[config.mk]
export PLATFORM = sky130hd
export DESIGN_NAME = equation_result_buffer_flat
export DESIGN_NICKNAME = d
export VERILOG_FILES = /design/src/rtl/equation_result_buffer_if.sv /design/src/rtl/equation_result_buffer.sv /design/src/flat_wrapper.sv
export SDC_FILE = /design/constraint.sdc
export NUM_CORES = 1
export LEC_CHECK = 0
export CORE_MARGIN = 2
export CORE_UTILIZATION = 65
export CTS_BUF_LIST = sky130_fd_sc_hd__clkbuf_4 sky130_fd_sc_hd__clkbuf_8
export CTS_CLUSTER_SIZE = 14
export DETAILED_ROUTE_END_ITERATION = 8
export DONT_BUFFER_PORTS = 1
export HOLD_SLACK_MARGIN = 0.1
export PLACE_DENSITY = 0.9
export SYNTH_ARGS = -nofsm -noshare
export SYNTH_HDL_FRONTEND = slang
export SYNTH_SLANG_ARGS = --single-unit
[constraint.sdc]
create_clock -name clk -period 7.6 [get_ports clk]
set_input_delay 2.28 -clock clk [delete_from_list [all_inputs] [get_ports clk]]
set_output_delay 2.28 -clock clk [all_outputs]
set_load 0.05 [all_outputs]
[src/rtl/equation_result_buffer_if.sv]
// Output handshake between the equation result buffer and its downstream
// consumer (display/UART formatter).
interface equation_result_buffer_if #(
  parameter int unsigned DATA_W = 16
);
  logic              out_valid;
  logic              out_ready;
  logic [DATA_W-1:0] out_data;
  logic              out_sel;

  modport master (
    output out_valid,
    output out_data,
    output out_sel,
    input  out_ready
  );

  modport slave (
    input  out_valid,
    input  out_data,
    input  out_sel,
    output out_ready
  );
endinterface

[src/rtl/equation_result_buffer.sv]
// Captures the finished equation's result on every equationFlag toggle and
// queues it, tagged with its select, in a small first-word-fall-through FIFO.
module equation_result_buffer #(
  parameter int unsigned DATA_W = 16,
  parameter int unsigned DEPTH  = 4,
  parameter int unsigned PTR_W  = 2
) (
  input  logic                 clk,
  input  logic                 rst_n,
  input  logic                 equationFlag,
  input  logic [DATA_W-1:0]    A,
  input  logic [DATA_W-1:0]    B,
  input  logic                 clear,
  equation_result_buffer_if.master out_if,
  output logic [PTR_W:0]       count,
  output logic                 overflow
);

  localparam int unsigned CNT_W = PTR_W + 1;

  logic              flag_q,     flag_d;
  logic              armed_q,    armed_d;
  logic [PTR_W-1:0]  wr_ptr_q,   wr_ptr_d;
  logic [PTR_W-1:0]  rd_ptr_q,   rd_ptr_d;
  logic [CNT_W-1:0]  count_q,    count_d;
  logic              overflow_q, overflow_d;
  logic [DATA_W-1:0] data_q [DEPTH];
  logic [DATA_W-1:0] data_d [DEPTH];
  logic              sel_q  [DEPTH];
  logic              sel_d  [DEPTH];

  logic toggle;
  logic pop;
  logic full;
  logic push;

  // Handshake and capture decisions for the current cycle
  always_comb begin
    toggle = armed_q && (equationFlag != flag_q);
    pop    = (count_q != '0) && out_if.out_ready;
    full   = (count_q == CNT_W'(DEPTH));
    push   = toggle && (!full || pop);
  end

  // Next-state: flag tracking runs unconditionally; clear overrides the FIFO
  always_comb begin
    flag_d     = equationFlag;
    armed_d    = 1'b1;
    wr_ptr_d   = wr_ptr_q;
    rd_ptr_d   = rd_ptr_q;
    count_d    = count_q;
    overflow_d = overflow_q;
    data_d     = data_q;
    sel_d      = sel_q;

    if (clear) begin
      wr_ptr_d   = '0;
      rd_ptr_d   = '0;
      count_d    = '0;
      overflow_d = 1'b0;
    end else begin
      if (push) begin
        data_d[wr_ptr_q] = flag_q ? B : A;
        sel_d[wr_ptr_q]  = flag_q;
        wr_ptr_d         = wr_ptr_q + PTR_W'(1);
      end
      if (pop) begin
        rd_ptr_d = rd_ptr_q + PTR_W'(1);
      end
      if (push && !pop) begin
        count_d = count_q + CNT_W'(1);
      end else if (pop && !push) begin
        count_d = count_q - CNT_W'(1);
      end
      if (toggle && full && !pop) begin
        overflow_d = 1'b1;
      end
    end
  end

  always_ff @(posedge clk or negedge rst_n) begin
    if (!rst_n) begin
      flag_q     <= 1'b0;
      armed_q    <= 1'b0;
      wr_ptr_q   <= '0;
      rd_ptr_q   <= '0;
      count_q    <= '0;
      overflow_q <= 1'b0;
      for (int i = 0; i < int'(DEPTH); i++) begin
        data_q[i] <= '0;
        sel_q[i]  <= 1'b0;
      end
    end else begin
      flag_q     <= flag_d;
      armed_q    <= armed_d;
      wr_ptr_q   <= wr_ptr_d;
      rd_ptr_q   <= rd_ptr_d;
      count_q    <= count_d;
      overflow_q <= overflow_d;
      data_q     <= data_d;
      sel_q      <= sel_d;
    end
  end

  // Head of queue falls straight through to the consumer
  always_comb begin
    out_if.out_valid = (count_q != '0);
    out_if.out_data  = data_q[rd_ptr_q];
    out_if.out_sel   = sel_q[rd_ptr_q];
    count            = count_q;
    overflow         = overflow_q;
  end

endmodule

[src/flat_wrapper.sv]
// flat-port wrapper written by rule: the top's interface ports become plain ports
module equation_result_buffer_flat 
#(
  parameter int unsigned DATA_W = 16,
  parameter int unsigned DEPTH  = 4,
  parameter int unsigned PTR_W  = 2
)
  (clk, rst_n, equationFlag, A, B, clear, count, overflow, out_if_out_valid, out_if_out_data, out_if_out_sel, out_if_out_ready);
  equation_result_buffer_if #(.DATA_W(DATA_W)) out_if_i ();
  input  logic clk;
  input  logic rst_n;
  input  logic equationFlag;
  input  logic [DATA_W-1:0] A;
  input  logic [DATA_W-1:0] B;
  input  logic clear;
  output logic [PTR_W:0] count;
  output logic overflow;
  output wire logic [$bits(out_if_i.out_valid)-1:0] out_if_out_valid;
  output wire logic [$bits(out_if_i.out_data)-1:0] out_if_out_data;
  output wire logic [$bits(out_if_i.out_sel)-1:0] out_if_out_sel;
  input wire logic [$bits(out_if_i.out_ready)-1:0] out_if_out_ready;
  assign out_if_out_valid = out_if_i.out_valid;
  assign out_if_out_data = out_if_i.out_data;
  assign out_if_out_sel = out_if_i.out_sel;
  assign out_if_i.out_ready = out_if_out_ready;
  equation_result_buffer #(.DATA_W(DATA_W), .DEPTH(DEPTH), .PTR_W(PTR_W)) u_core (.clk(clk), .rst_n(rst_n), .equationFlag(equationFlag), .A(A), .B(B), .clear(clear), .out_if(out_if_i), .count(count), .overflow(overflow));
endmodule
==> results of run 1 <==
==> cells by family after synthesis <==
family | count (synthesis) | share of synthesized area, %
other | 1 | 0.0982
buffers and inverters | 20 | 2.42
flip-flops | 78 | 51.1
AO/OA/AOI/OAI | 16 | 2.95
AND/OR/NAND/NOR | 34 | 5.21
XOR/XNOR | 5 | 1.34
multiplexers | 102 | 35.0
adder cells (fa/ha/maj) | 5 | 1.83
==> registers in the layout (all words and copies together), names as in the netlist <==
name and cells:
u_core.wr_ptr_q 2, u_core.overflow 1, u_core.data_q 64, u_core.flag_q 1, u_core.rd_ptr_q 2, u_core.count 3
u_core.armed_q 1, u_core.sel_q 4
==> final timing paths <==
check | start | end | slack [ns] | cells past startpoint
min | u_core.data_q[8] | u_core.data_q[8] | 0.51 | 1
max in group asynchronous | rst_n | u_core.data_q[61] | 5.88 | 0
max | u_core.rd_ptr_q[1] | out_if_out_data[10] | 3.44 | 1
min in group asynchronous | rst_n | u_core.data_q[33] | 1.62 | 0
min reg2reg | u_core.data_q[8] | u_core.data_q[8] | 0.51 | 1
max reg2reg | u_core.flag_q | u_core.count[2] | 4.42 | 7
==> power by group <==
part | switching, uW | internal [uW] | leakage [uW]
registers | 97.0 | 527 | 0.00102
logic | 358 | 209 | 0.000688
clock network | 148 | 164 | 0.0000990
==> synth_stat cells (2+ instances only) <==
master    count
nand3_1       3
o21ai_0       3
mux2_2       84
mux4_2       17
buf_4         4
clkbuf_1      8
xor2_1        3
nor4_1        2
a211oi_1      2
nor2_1        8
nand2_2       4
ha_1          4
a21oi_1       2
inv_1         5
dfrtp_1      78
o211ai_1      2
or3_1         3
buf_2         2
nand2_1       5
==> per-stage QoR <==
step                worst slack [ns]  power, uW  hold slack (ns)  std cells  instance area (um2)
finish                          3.44       1500            0.506        336                 4050
global route                    3.39       1570            0.519        336                 4050
CTS                             3.43       1510            0.506        336                 4050
detailed placement              3.13       1200            0.488        320                 3850
global placement                3.23       1170            0.481        320                 3850
floorplan                       3.37       1130            0.474        261                 3820
==> layer usage <==
| metal | GRT usage (%) | vias up |
|---|---|---|
| li1 | - | 966 |
| met1 | 30.0 | 1125 |
| met2 | 41.2 | 53 |
| met3 | 5.06 | 9 |
| met4 | 10.2 | 0 |
| met5 | 0 | - |
==> final cells by class <==
cell class,instances,area (um2)
tap,72,90.1
inverter,6,22.5
sequential,78,1950
multi-input combinational,163,1780
clock inverter,5,58.8
clock buffer,11,145
fill,375,1560
timing repair buffer,1,7.51
==> flow_metrics.tcl, run 1 <==
set metrics [dict create \
    status "finished, final reports clean" \
    routed.top_layer "met4" \
    wire_per_inst_um 21.1 \
    fin_crit_sh_pct 54.7 \
    path_delay_family "flip-flops" \
    die_w_um 80.7 \
    fmax_mhz 241 \
    setup_viol 0 \
    final_nets 301 \
    netlist_instances 261 \
    final_layout_size_suffix_gt1_share_pct 47.7 \
    syn_nets 303 \
    dp_hpwl_mm 4.59 \
    critPathSlowestCell "dfrtp_1" \
    io_buffers 0 \
    yosysTopAreaCellShare_pct 51.1 \
    crit_type "register to output port" \
    cts_buffers 9 \
    synthArstFlopShare_pct 100 \
    start_kind "register" \
    setup_tns_ns 0 \
    num_vias 2153 \
    critPathMaxFanout 18 \
    synth_seq_cells 78 \
    cts_root_buf "clkbuf_8" \
    track_usage_pct 24.2 \
    coreArea_um2 5610 \
    maxCapViolations 0 \
    yosysSeqAreaShare_pct 51.1 \
    postRouteAntennaNets 0 \
    mostFrequentLayoutCell "mux2_2" \
    clkSlewWorstSetupHoldPaths_ns 0.08 \
    cts_resized 0 \
    syn_area_um2 3820 \
    ir_drop_v 0.000217 \
    slew_headroom_pct 33.8 \
    yosysTopAreaCell "dfrtp_1" \
    io_pins 59 \
    fin_crit_ns 4.16 \
    grt_overflow 0 \
    p_leak_uw 0.00180 \
    hold_path_class "register to register" \
    grt_pass1_wl_mm 11.4 \
    arrival_ns 1.88 \
    wl_met1_mm 2.89 \
    synth_area_leaders "dfrtp_1 51%, mux2_2 25%, mux4_2 10%, ha_1 1.3%, buf_4 0.79%" \
    synth_edf_count 0 \
    tritoncts "yes" \
    utilization_pct 72.2 \
    htreeDepth 3 \
    wl_met2_mm 3.81 \
    floorplan.initialDensity_pct 68.1 \
    dieArea_um2 6510 \
    grt_pass1_vias 2307 \
    yosysUniqueCellTypes 41 \
    endpoint_kind "output port" \
    required_ns 5.32 \
    tightest_slew_ns 0.993 \
    pwr_density_cell_nw_per_um2 371 \
    routed_via_density 6.41 \
    layout_common_cells "84 x mux2_2, 78 x dfrtp_1, 17 x mux4_2" \
    critical_path_buf_inv_count 0 \
    grt_start_max_net_pins 79 \
    syn_avg_cell_area_um2 14.6 \
    slew_violations 0 \
    wl_met3_um 296 \
    crit_path_max_incr_delay_ns 0.94 \
    clk_latency_ns 0.34 \
    dr.pass1.iters 4 \
    post_cts_buffers 0 \
    drc 0 \
    rsz0062_at_grt "false" \
    rows 27 \
    cts_buffer_depth 2 \
    hold_buffers 0 \
    final_hold_viol_count 0 \
    drtIter0Drc 140 \
    cts.sinks 78 \
    ys.flop_type "dfrtp_1" \
    wl_mm 7.11 \
    path_cells "mux4_2" \
    gp_congestion 0.868 \
    antenna_found_initial 0 \
    clock-skew-final_ns 0.00836 \
    die_y_um 80.7 \
    ys_warn_count 0 \
    antenna_cells 0 \
    area_growth_pct 6.06 \
]
Power figures use the tool's default switching activity.
==> run 2, diff against run 1 <==
CORE_UTILIZATION = 59   (was 65)
PLACE_DENSITY = 0.87   (was 0.9)
clock period = 3.5 ns   (was 7.6 ns; I/O delays follow)
==> flow_metrics.tcl, run 2 (same netlist as run 1, synthesis figures left out) <==
set metrics [dict create \
    power.share.clock_pct 22.4 \
    dp_slack_ns 0.611 \
    setup_slack_ns 0.581 \
    dieArea_um2 7130 \
    clk_latency_ns 0.35 \
    endpoint_kind "output port" \
    cts_buffer_depth 2 \
    final_area_um2 4110 \
    tritoncts "yes" \
    rsz0062_at_grt "false" \
    pwr_density_cell_nw_per_um2 811 \
    wire_per_inst_um 19.5 \
    stdcell_count 344 \
    fin_crit_ns 2.92 \
    wl_met3_um 362 \
    register_area_um2 1950 \
    placed_area_um2 3890 \
    cts.sinks 78 \
    cts_root_buf "clkbuf_8" \
    status "finished, final reports clean" \
    utilization_pct 65.1 \
    antenna_found_initial 0 \
    io_buffers 0 \
    grt_pass1_vias 2272 \
    rows 29 \
    cts_resized 0 \
    clkSlewWorstSetupHoldPaths_ns 0.09 \
    die_y_um 84.5 \
    setup_tns_ns 0 \
    postRouteAntennaNets 0 \
    critPathMaxFanout 13 \
    hold_path_class "input pin to asynchronous set/reset pin" \
    p_sw_share_pct 38.6 \
    num_vias 2198 \
    start_kind "register" \
    track_usage_pct 20.6 \
    slew_violations 0 \
    dp_hpwl_mm 4.40 \
    routed_via_density 6.39 \
    floorplan.initialDensity_pct 60.5 \
    p_sw_uw 1290 \
    routed.top_layer "met4" \
    final_layout_size_suffix_gt1_share_pct 48.3 \
    critPathSlowestCell "mux4_2" \
    multiInputGateArea_um2 1780 \
    mostFrequentLayoutCell "mux2_2" \
    critical_path_buf_inv_count 1 \
    setup_viol 0 \
    maxCapViolations 0 \
    wl_mm 6.71 \
    post_cts_buffers 0 \
    wl_met1_mm 2.87 \
    p_leak_uw 0.00184 \
    tightest_slew_ns 0.849 \
    p_int_uw 2050 \
    hold_buffers 0 \
    path_cells "buf_12 > mux4_2" \
    grt_start_max_net_pins 79 \
    required_ns 2.45 \
    final_nets 304 \
    area_growth_pct 7.63 \
    placed_cells 328 \
    clock-skew-final_ns 0.0139 \
    grt_pass1_wl_mm 11.2 \
    wl_met2_mm 3.34 \
    cts_buffers 9 \
    ir_drop_v 0.000529 \
    largest_reg_flops 64 \
    fmax_mhz 343 \
    final_hold_viol_count 0 \
    slew_headroom_pct 42.6 \
    arrival_ns 1.87 \
    fin_crit_sh_pct 83.4 \
    crit_type "register to output port" \
    drc 0 \
    path_delay_family "multiplexers" \
    coreArea_um2 6310 \
    drtIter0Drc 117 \
    seqPwrFrac_pct 40.4 \
    gp_congestion 0.855 \
    grt_overflow 0 \
    layout_common_cells "84 x mux2_2, 78 x dfrtp_1, 17 x mux4_2" \
    regMostFlops "u_core.data_q" \
    dr.pass1.iters 4 \
    htreeDepth 3 \
    num-fill-cells 455 \
    io_pins 59 \
    crit_path_max_incr_delay_ns 0.68 \
    p_comb_share_pct 37.2 \
    die_w_um 84.5 \
    antenna_cells 0 \
]
run 2: stage by stage:
stage | power, uW | hold slack [ns]
after global placement | 2570 | 0.482
final | 3340 | 0.391
after CTS | 3360 | 0.378
after floorplan | 2450 | 0.474
after detailed placement | 2610 | 0.488
after global routing | 3490 | 0.372
run 2: final timing paths:
| kind | from | to | slack, ns | cells past startpoint |
|---|---|---|---|---|
| max | u_core.rd_ptr_q[0] | out_if_out_sel | 0.58 | 2 |
| min | rst_n | u_core.data_q[1] | 0.39 | 0 |
| max reg2reg | u_core.count[0] | u_core.count[2] | 0.79 | 7 |
| min reg2reg | u_core.data_q[25] | u_core.data_q[25] | 0.50 | 1 |
| max in group asynchronous | rst_n | u_core.count[1] | 2.98 | 0 |
| min in group clk | u_core.data_q[25] | u_core.data_q[25] | 0.50 | 1 |
run 2: power by group through the flow:
stage | Clock, uW | Combinational [uW] | Sequential [uW]
6_report | 747 | 1240 | 1350
5_1_grt | 797 | 1310 | 1390
4_1_cts | 759 | 1250 | 1350
3_5_place_dp | 0 | 1250 | 1360
3_3_place_gp | 0 | 1220 | 1350
2_1_floorplan | 0 | 1160 | 1280
run 2: cell type report:
| cell class | instances | area share, % |
|---|---|---|
| inverter | 6 | 0.548 |
| clock inverter | 4 | 1.70 |
| clock buffer | 12 | 3.71 |
| multi-input combinational | 163 | 43.2 |
| timing repair buffer | 4 | 1.03 |
| tap | 77 | 2.34 |
| sequential | 78 | 47.5 |
run 2: per-layer routing:
layer | vias up | track usage (%)
met3 | 10 | 4.33
met5 | - | 0
met1 | 1162 | 26.3
met2 | 65 | 34.1
met4 | 0 | 9.52
li1 | 961 | -
